File: config.mk
export PLATFORM = sky130hd
export DESIGN_NAME = pc_sequencer_flat
export DESIGN_NICKNAME = d
export VERILOG_FILES = /design/src/rtl/pc_sequencer_if.sv /design/src/rtl/pc_sequencer.sv /design/src/flat_wrapper.sv
export SDC_FILE = /design/constraint.sdc
export NUM_CORES = 1
export LEC_CHECK = 0
export CAP_MARGIN = 0
export CORE_MARGIN = 2
export CORE_UTILIZATION = 47
export CTS_CLUSTER_SIZE = 30
export DETAILED_ROUTE_END_ITERATION = 6
export PLACE_DENSITY = 0.72
export SYNTH_ARGS = -nofsm -noshare
export SYNTH_HDL_FRONTEND = slang
export SYNTH_SLANG_ARGS = --single-unit
File: constraint.sdc
create_clock -name clk -period 1.8 [get_ports clk]
set_input_delay 0.27 -clock clk [delete_from_list [all_inputs] [get_ports clk]]
set_output_delay 0.27 -clock clk [all_outputs]
set_load 0.02 [all_outputs]
File: src/rtl/pc_sequencer_if.sv
// Command/status bundle between fetch control and the PC sequencer.
// Latency: none (wires only).
// Backpressure: none; commands are sampled by the sequencer every enabled cycle.
//   master: drives en, commands, clr_err, pc_addin, rel_off; observes PC and stack status
//   slave : the sequencer side of the same signals
interface pc_sequencer_if #(
  parameter int ADDR_W      = 5,
  parameter int STACK_DEPTH = 4
);
  localparam int DW = $clog2(STACK_DEPTH + 1);

  logic              en;
  logic              load_pc;
  logic              inc_pc;
  logic              branch_rel;
  logic              call;
  logic              ret;
  logic              clr_err;
  logic [ADDR_W-1:0] pc_addin;
  logic [ADDR_W-1:0] rel_off;
  logic [ADDR_W-1:0] pc_addout;
  logic              stack_full;
  logic              stack_empty;
  logic [DW-1:0]     stack_depth;
  logic              err;

  modport master (
    output en, load_pc, inc_pc, branch_rel, call, ret, clr_err, pc_addin, rel_off,
    input  pc_addout, stack_full, stack_empty, stack_depth, err
  );

  modport slave (
    input  en, load_pc, inc_pc, branch_rel, call, ret, clr_err, pc_addin, rel_off,
    output pc_addout, stack_full, stack_empty, stack_depth, err
  );
endinterface

File: src/rtl/pc_sequencer.sv
// Program counter with return-address stack; priority ret > call > load > branch > inc.
// Latency: 1 cycle, command at a rising edge is visible on pc_addout right after it.
// Backpressure: none; en=0 freezes PC/stack/depth, overflow/underflow hold PC and set err.
//   clk : rising-edge clock
//   rst : asynchronous active-low reset (PC=RESET_VEC, depth=0, err=0; stack RAM untouched)
//   bus : pc_sequencer_if.slave (commands in, PC and stack status out)
module pc_sequencer #(
  parameter int                ADDR_W      = 5,
  parameter int                STACK_DEPTH = 4,
  parameter logic [ADDR_W-1:0] RESET_VEC   = '0
) (
  input  logic           clk,
  input  logic           rst,
  pc_sequencer_if.slave  bus
);
  localparam int DW = $clog2(STACK_DEPTH + 1);
  localparam int IW = (STACK_DEPTH > 1) ? $clog2(STACK_DEPTH) : 1;
  localparam logic [DW-1:0] DEPTH_MAX = DW'(STACK_DEPTH);

  logic [ADDR_W-1:0] pc_q, pc_d;
  logic [DW-1:0]     depth_q, depth_d;
  logic              err_q, err_d;
  logic              full_q, full_d;
  logic              empty_q, empty_d;
  logic [ADDR_W-1:0] stack_q [STACK_DEPTH];

  logic              push;
  logic              err_set;
  logic [ADDR_W-1:0] pc_inc;
  logic [IW-1:0]     top_idx;
  logic [IW-1:0]     push_idx;

  // PC+1 serves both increment and the call return address; wraps naturally.
  assign pc_inc   = pc_q + ADDR_W'(1);
  // Index math only matters when the stack is non-empty (read) or not full (write).
  assign top_idx  = IW'(depth_q - DW'(1));
  assign push_idx = IW'(depth_q);

  always_comb begin
    pc_d    = pc_q;
    depth_d = depth_q;
    err_set = 1'b0;
    push    = 1'b0;
    if (bus.en) begin
      if (bus.ret) begin
        if (depth_q != '0) begin
          pc_d    = stack_q[top_idx];
          depth_d = depth_q - DW'(1);
        end else begin
          err_set = 1'b1;
        end
      end else if (bus.call) begin
        if (depth_q != DEPTH_MAX) begin
          push    = 1'b1;
          pc_d    = bus.pc_addin;
          depth_d = depth_q + DW'(1);
        end else begin
          err_set = 1'b1;
        end
      end else if (bus.load_pc) begin
        pc_d = bus.pc_addin;
      end else if (bus.branch_rel) begin
        // Same-width add is exactly PC + sext(rel_off) modulo 2^ADDR_W.
        pc_d = pc_q + bus.rel_off;
      end else if (bus.inc_pc) begin
        pc_d = pc_inc;
      end
    end
    // Set beats clear; clear works even with en low.
    err_d   = err_set | (err_q & ~bus.clr_err);
    full_d  = (depth_d == DEPTH_MAX);
    empty_d = (depth_d == '0);
  end

  always_ff @(posedge clk or negedge rst) begin
    if (!rst) begin
      pc_q    <= RESET_VEC;
      depth_q <= '0;
      err_q   <= 1'b0;
      full_q  <= 1'b0;
      empty_q <= 1'b1;
    end else begin
      pc_q    <= pc_d;
      depth_q <= depth_d;
      err_q   <= err_d;
      full_q  <= full_d;
      empty_q <= empty_d;
    end
  end

  // Stack storage is not reset; a write during reset is suppressed so a
  // pending call cannot leave a trace.
  always_ff @(posedge clk) begin
    if (push && rst) begin
      stack_q[push_idx] <= pc_inc;
    end
  end

  assign bus.pc_addout   = pc_q;
  assign bus.stack_depth = depth_q;
  assign bus.stack_full  = full_q;
  assign bus.stack_empty = empty_q;
  assign bus.err         = err_q;
endmodule

File: src/flat_wrapper.sv
// flat-port wrapper written by rule: the top's interface ports become plain ports
module pc_sequencer_flat 
#(
  parameter int                ADDR_W      = 5,
  parameter int                STACK_DEPTH = 4,
  parameter logic [ADDR_W-1:0] RESET_VEC   = '0
)
  (clk, rst, bus_en, bus_load_pc, bus_inc_pc, bus_branch_rel, bus_call, bus_ret, bus_clr_err, bus_pc_addin, bus_rel_off, bus_pc_addout, bus_stack_full, bus_stack_empty, bus_stack_depth, bus_err);
  pc_sequencer_if #(.ADDR_W(ADDR_W), .STACK_DEPTH(STACK_DEPTH)) bus_i ();
  input  logic clk;
  input  logic rst;
  input wire logic [$bits(bus_i.en)-1:0] bus_en;
  input wire logic [$bits(bus_i.load_pc)-1:0] bus_load_pc;
  input wire logic [$bits(bus_i.inc_pc)-1:0] bus_inc_pc;
  input wire logic [$bits(bus_i.branch_rel)-1:0] bus_branch_rel;
  input wire logic [$bits(bus_i.call)-1:0] bus_call;
  input wire logic [$bits(bus_i.ret)-1:0] bus_ret;
  input wire logic [$bits(bus_i.clr_err)-1:0] bus_clr_err;
  input wire logic [$bits(bus_i.pc_addin)-1:0] bus_pc_addin;
  input wire logic [$bits(bus_i.rel_off)-1:0] bus_rel_off;
  output wire logic [$bits(bus_i.pc_addout)-1:0] bus_pc_addout;
  output wire logic [$bits(bus_i.stack_full)-1:0] bus_stack_full;
  output wire logic [$bits(bus_i.stack_empty)-1:0] bus_stack_empty;
  output wire logic [$bits(bus_i.stack_depth)-1:0] bus_stack_depth;
  output wire logic [$bits(bus_i.err)-1:0] bus_err;
  assign bus_i.en = bus_en;
  assign bus_i.load_pc = bus_load_pc;
  assign bus_i.inc_pc = bus_inc_pc;
  assign bus_i.branch_rel = bus_branch_rel;
  assign bus_i.call = bus_call;
  assign bus_i.ret = bus_ret;
  assign bus_i.clr_err = bus_clr_err;
  assign bus_i.pc_addin = bus_pc_addin;
  assign bus_i.rel_off = bus_rel_off;
  assign bus_pc_addout = bus_i.pc_addout;
  assign bus_stack_full = bus_i.stack_full;
  assign bus_stack_empty = bus_i.stack_empty;
  assign bus_stack_depth = bus_i.stack_depth;
  assign bus_err = bus_i.err;
  pc_sequencer #(.ADDR_W(ADDR_W), .STACK_DEPTH(STACK_DEPTH), .RESET_VEC(RESET_VEC)) u_core (.clk(clk), .rst(rst), .bus(bus_i));
endmodule
# Word-level counts from Yosys, hierarchy flattened

Memory sizes are Yosys's and may differ from the RTL's.
Index checks and enable logic that the tools add are counted.

Equality and inequality tests: 4
Reduce and logical (&&, ||, !) cells: 5
$add $sub $neg: 4
Shift-type cells: 0
Order comparisons: 0
Multipliers: 0
Muxes and demuxes: 23
Bitwise operators: 3
Divide/modulo/power cells: 0

Operator list:

| operator              | number |
|---|---|
| $mux W5               | 7 |
| $mux W3               | 5 |
| $mux W1               | 11 |
| $add A5 B1 Y5 const B | 1 |
| $add A5 B5 Y5         | 1 |
| $reduce_bool A5 Y1    | 1 |
| $reduce_and A4 Y1     | 1 |
| $add A3 B1 Y3 const B | 1 |
| $eq A3 B3 Y1 const B  | 1 |
| $logic_not A3 Y1      | 1 |
| $ne A3 B1 Y1 const B  | 1 |
| $ne A3 B3 Y1 const B  | 1 |
| $reduce_bool A3 Y1    | 1 |
| $sub A3 B1 Y3 const B | 1 |
| $ne A2 B1 Y1 const B  | 1 |
| $and A1 B1 Y1         | 1 |
| $logic_and A1 B1 Y1   | 1 |
| $not A1 Y1            | 1 |
| $or A1 B1 Y1          | 1 |

Input bits: 19
Memories: 1
Logic and storage cells: 45
Memory bits (read-only): 0
Latch bits: 0
Output and inout bits: 11
Memory bits (writable): 20
Register bits: 11

Memory list:

| name           | words | width | read ports | clocked after Yosys merged registers in | write ports | line               | RTL |
|---|---|---|---|---|---|---|---|
| u_core.stack_q | 4     | 5     | 1          | 0                                       | 1           | pc_sequencer.sv:25 | `logic [ADDR_W-1:0] stack_q [STACK_DEPTH];` |

# Logic depth before layout (Yosys ltp)

Word-level depth: 8
Mapped depth: 9
Depth with buffers taken out: 8

# Worst setup path after synthesis

OpenSTA, ideal clock, no wires.

Path kind: register -> register
Start: register u_core.depth_q[0] (netlist: u_core.bus.stack_depth[0])
End: register u_core.pc_q[3] (netlist: u_core.bus.pc_addout[3])
Data arrival time: 1.966 ns
Data required time: 1.680 ns
Setup time: 0.120 ns
Path slack: -0.286 ns
Clock period less this slack: 2.086 ns
Buffers on the path: 2
Stages on the path, launching flop included: 9
Cells stage by stage: dfrtp_1 -> buf_2 -> inv_1 -> ha_1 -> clkbuf_1 -> mux4_2 -> nand2_1 -> o31ai_1 -> a31o_1

Longest elaborated chain between the ends: 4
Elaborated cells on any way between the ends: 9
Classes of those cells: 1 x add/sub; 3 x eq/ne; 2 x mux; 2 x reduce/logical; 1 x memory

RTL lines:

| element                | line               | RTL |
|---|---|---|
| start, declared        | pc_sequencer.sv:21 | `logic [DW-1:0] depth_q, depth_d;` |
| start signal, assigned | pc_sequencer.sv:84 | `depth_q <= depth_d;` |
| $sub A3 B1 Y3          | pc_sequencer.sv:36 | `assign top_idx = IW'(depth_q - DW'(1));` |
| $mem_v2 Z4 W5          | -                  |  |
| $mux W5                | pc_sequencer.sv:46 | `if (depth_q != '0) begin` |
| $mux W5                | pc_sequencer.sv:45 | `if (bus.ret) begin` |
| end signal, assigned   | pc_sequencer.sv:83 | `pc_q <= pc_d;` |
| end, declared          | pc_sequencer.sv:20 | `logic [ADDR_W-1:0] pc_q, pc_d;` |

Parallel ways exist; a longest one is shown, timed or not. The select of a mux whose other input is x is not followed.
A chain may end at the register's enable or synchronous reset.

# Worst setup path after layout

Start: register u_core.pc_q[0] (netlist: u_core.bus.pc_addout[0])
End: register u_core.pc_q[4] (netlist: u_core.bus.pc_addout[4])

Longest elaborated chain between the ends: 6
Elaborated cells on any way between the ends: 7
Classes of those cells: 2 x add/sub; 5 x mux

RTL lines:

| element       | line               | RTL |
|---|---|---|
| $add A5 B1 Y5 | pc_sequencer.sv:34 | `assign pc_inc = pc_q + ADDR_W'(1);` |
| $mux W5       | pc_sequencer.sv:65 | `end else if (bus.inc_pc) begin` |
| $mux W5 (*)   | pc_sequencer.sv:62 | `end else if (bus.branch_rel) begin` |
| $mux W5 (*)   | pc_sequencer.sv:60 | `end else if (bus.load_pc) begin` |
| $mux W5 (*)   | pc_sequencer.sv:52 | `end else if (bus.call) begin` |
| $mux W5 (*)   | pc_sequencer.sv:45 |  |

Mark *: on every way between the ends. The rest lies on a longest branch, timed or not. The select of a mux whose other input is x is not followed.

==> impl_metrics.py <==
metrics = {
    "floorplanning": {
        "die_x_um": 65.2,
        "core_mm2": 0.00363,
        "std_cell_rows": 22,
        "die_h_um": 65.2,
        "ios": 30,
        "initial_utilization": 0.484,
        "dieArea_mm2": 0.00425,
    },
    "worst_setup_path": {
        "cp-start-kind": "flip-flop",
        "critPathCapture": "u_core.bus.pc_addout[4]",
        "worstPathRequired_ps": 1960,
        "path_class": "reg2reg",
        "cp_slowest_stage_delay_ps": 430,
        "path_cells": "ha_4 > inv_2 > fa_2 > nor2b_1 > o21a_1 > o2111a_1 > o41ai_2 > a31oi_1",
        "timing.rr.start": "u_core.bus.pc_addout[0]",
        "critPathLaunch": "u_core.bus.pc_addout[0]",
        "r2r-end": "u_core.bus.pc_addout[4]",
        "r2r_setup_slack_ps": -70,
        "crit_slowest_cell": "dfrtp_2",
        "path_buf_inv": 1,
        "critPathArrivalTime_ps": 2030,
        "reg2reg_depth": 8,
        "cp_max_fo": 2,
        "endpoint_kind": "flip-flop",
        "worst-path-stages": 8,
        "cp_top_family": "compound AO/OA/AOI/OAI gates",
    },
    "final_layout": {
        "layout-drive-gt1-share": 0.294,
        "antenna_cells": 0,
        "fin_area_mm2": 0.00238,
        "syn2layout_area_growth_pct": 35.1,
        "fin_nets": 230,
    },
    "placed_design": {
        "dpl_cell_area_mm2": 0.00225,
        "place.gp.congestion": 0.842,
        "dp_hpwl_um": 3020,
        "io_buffers": 29,
        "place_ws_ps": -452,
    },
    "outcome": {
        "violations": "negative setup slack",
        "status": "complete, but fails checks",
    },
    "route": {
        "wl_per_cell_um": 16.2,
        "firstDrtPassIters": 4,
        "dr_total_vias": 1347,
        "finalWirelength_um": 4040,
        "via_per_inst": 5.41,
        "drt_iter0_markers": 64,
        "drc": 0,
        "antenna_left": 0,
    },
    "power_and_ir_drop": {
        "peakVddDrop_mv": 1.09,
        "cellPowerDensity_mw_per_mm2": 1540,
        "power.leakage_nw": 0.939,
    },
    "logic_synthesis": {
        "synth-seq-cells": 31,
        "synthFlopType": "edfxtp_1",
        "synth_top_cell_by_area": "edfxtp_1",
        "synth_area_mm2": 0.00176,
        "synthTopCellsByArea": "edfxtp_1 34%, dfrtp_1 14%, ha_1 7.1%, mux4_2 6.4%, nor2_1 3.0%",
        "synth_edf_count": 20,
        "ys_seq_area_frac": 0.499,
        "syn_nets": 179,
        "yosys_warnings": 0,
        "synth_cell_types": 47,
        "synth_cells": 149,
        "avgSynthCellArea_um2": 11.8,
        "synth_top_area_share": 0.341,
        "ys_async_sr_fraction": 0.355,
    },
    "clocking": {
        "cts_buffers": 5,
        "cts_root_buffer": "clkbuf_8",
        "cts_tree": "built",
        "cts_hold_buf": 0,
        "clock_path_buffers": 2,
        "clk_pin_slew_ps": 70,
        "htree_levels": 2,
        "clock_sinks": 31,
        "clk_latency_ps": 290,
    },
    "global_route": {
        "grt_usage": 0.214,
        "grt_antenna_before_repair": 0,
        "grt_pass1_wl_um": 6700,
        "grt_max_degree": 17,
        "grt_pass1_vias": 1439,
        "gr-total-overflow": 0,
    },
    "job": {
        "max_cap_viol_count": 0,
    },
    "sta": {
        "setup_viol_count_final": 2,
        "rsz0062_at_grt": "true",
        "maxClockFrequency_mhz": 535,
        "slew_headroom": 0.719,
        "hold_viol": 0,
        "skew_ps": 3.36,
        "layout_worst_path_cycle_share": 1.04,
        "setup_ws_ps": -69.7,
        "worstMarginPinSlew_ps": 421,
        "min_period_ps": 1870,
        "slew_violations": 0,
    },
    "min_path": {
        "hp-class": "in2async",
    },
}
==> report_power, final <==
group          internal [mW]  switching, mW
Combinational          0.994           1.01
Clock                  0.268          0.276
Sequential              1.02         0.0977
Total                   2.28           1.38
==> routing by layer <==
layer	global-route usage	vias to the layer above	routed length, um
met4	0.0755	0	72
met1	0.262	659	1670
met2	0.366	33	2130
met3	0.0548	8	162
met5	0	-	0
li1	-	647	-
==> worst register-to-register path, cell delays in order (launching register included) <==
cell and delay [ps]:
dfrtp_2 430, ha_4 170, inv_2 50, fa_2 190, nor2b_1 50, o21a_1 170
o2111a_1 230, o41ai_2 330, a31oi_1 120
==> cell type report <==
| class | count | area [um2] |
|---|---|---|
| fill | 287 | 1260 |
| tap | 48 | 60.1 |
| inverter | 10 | 37.5 |
| sequential | 31 | 882 |
| timing repair buffer | 51 | 454 |
| multi-input combinational | 101 | 853 |
| clock buffer | 5 | 68.8 |
| clock inverter | 3 | 20.0 |
==> layout by cell type, fill, tap and decap left out, types with 4 or more instances in the layout <==
master           instances
buf_4                   22
dfrtp_1                  6
inv_1                    8
dfrtp_2                  4
ha_1                     8
nor2_1                  14
mux4_2                   5
xnor2_1                  4
nand2_1                  7
clkdlybuf4s50_1         28
and2_2                   4
clkbuf_8                 5
edfxtp_1                20
a21oi_1                  9
==> cells in the mapped netlist, types with 2 or more instances <==
library cell  count
edfxtp_1         20
nor2_1           14
a21oi_1          10
dfrtp_1          10
ha_1             10
inv_1            10
nand2_1           7
and2_1            5
mux4_2            5
xnor2_1           5
nor2b_1           4
a211oi_1          3
a31oi_1           3
buf_2             3
nand3_1           3
xor2_1            3
buf_4             2
clkbuf_1          2
o21ai_0           2
==> timing repair <==
| action | 4_1_cts | 5_1_grt |
|---|---|---|
| gates resized for setup | 2 | 8 |
| pin swaps | 2 | 6 |
| setup buffers | 0 | 1 |
| setup endpoints to repair | 3 | 21 |
==> cells by family after synthesis <==
group / synth area share
simple gates: 0.126
compound gates: 0.141
mux: 0.0697
flops: 0.499
fa+ha+maj: 0.0825
xor+xnor: 0.0398
buf+inv: 0.0427
==> metrics by stage <==
stage / TNS (ps) / hold slack, ps / power [mW] / std cells / utilization
after global routing: -352 / 399 / 3.91 / 249 / 0.654
after CTS: -38.5 / 391 / 3.63 / 248 / 0.645
final: -92.9 / 383 / 3.66 / 249 / 0.654
after floorplan: -81.5 / -25.6 / 2.29 / 149 / -
after detailed placement: -4550 / 536 / 3.07 / 240 / 0.620
after global placement: -3990 / 522 / 3.02 / 240 / 0.620
==> how the worst min path moves through the flow <==
stage / depth (start not counted) / endpoint / slack [ps] / from
final: 2 / u_core.bus.pc_addout[0] / 380 / rst
after global routing: 2 / u_core.bus.pc_addout[0] / 400 / rst
after CTS: 2 / u_core.bus.pc_addout[0] / 390 / rst
after detailed placement: 2 / u_core.bus.err / 540 / u_core.bus.err
after global placement: 2 / u_core.bus.err / 520 / u_core.bus.err
after floorplan: 0 / u_core.bus.err / -30 / rst
==> state kept, by name (all words and copies together) (netlist names) <==
name,flops
u_core.stack_q,20
u_core.bus.pc_addout,5
u_core.bus.stack_depth,3
u_core.bus.err,1
u_core.bus.stack_empty,1
u_core.bus.stack_full,1
Power figures use the tool's default switching activity.
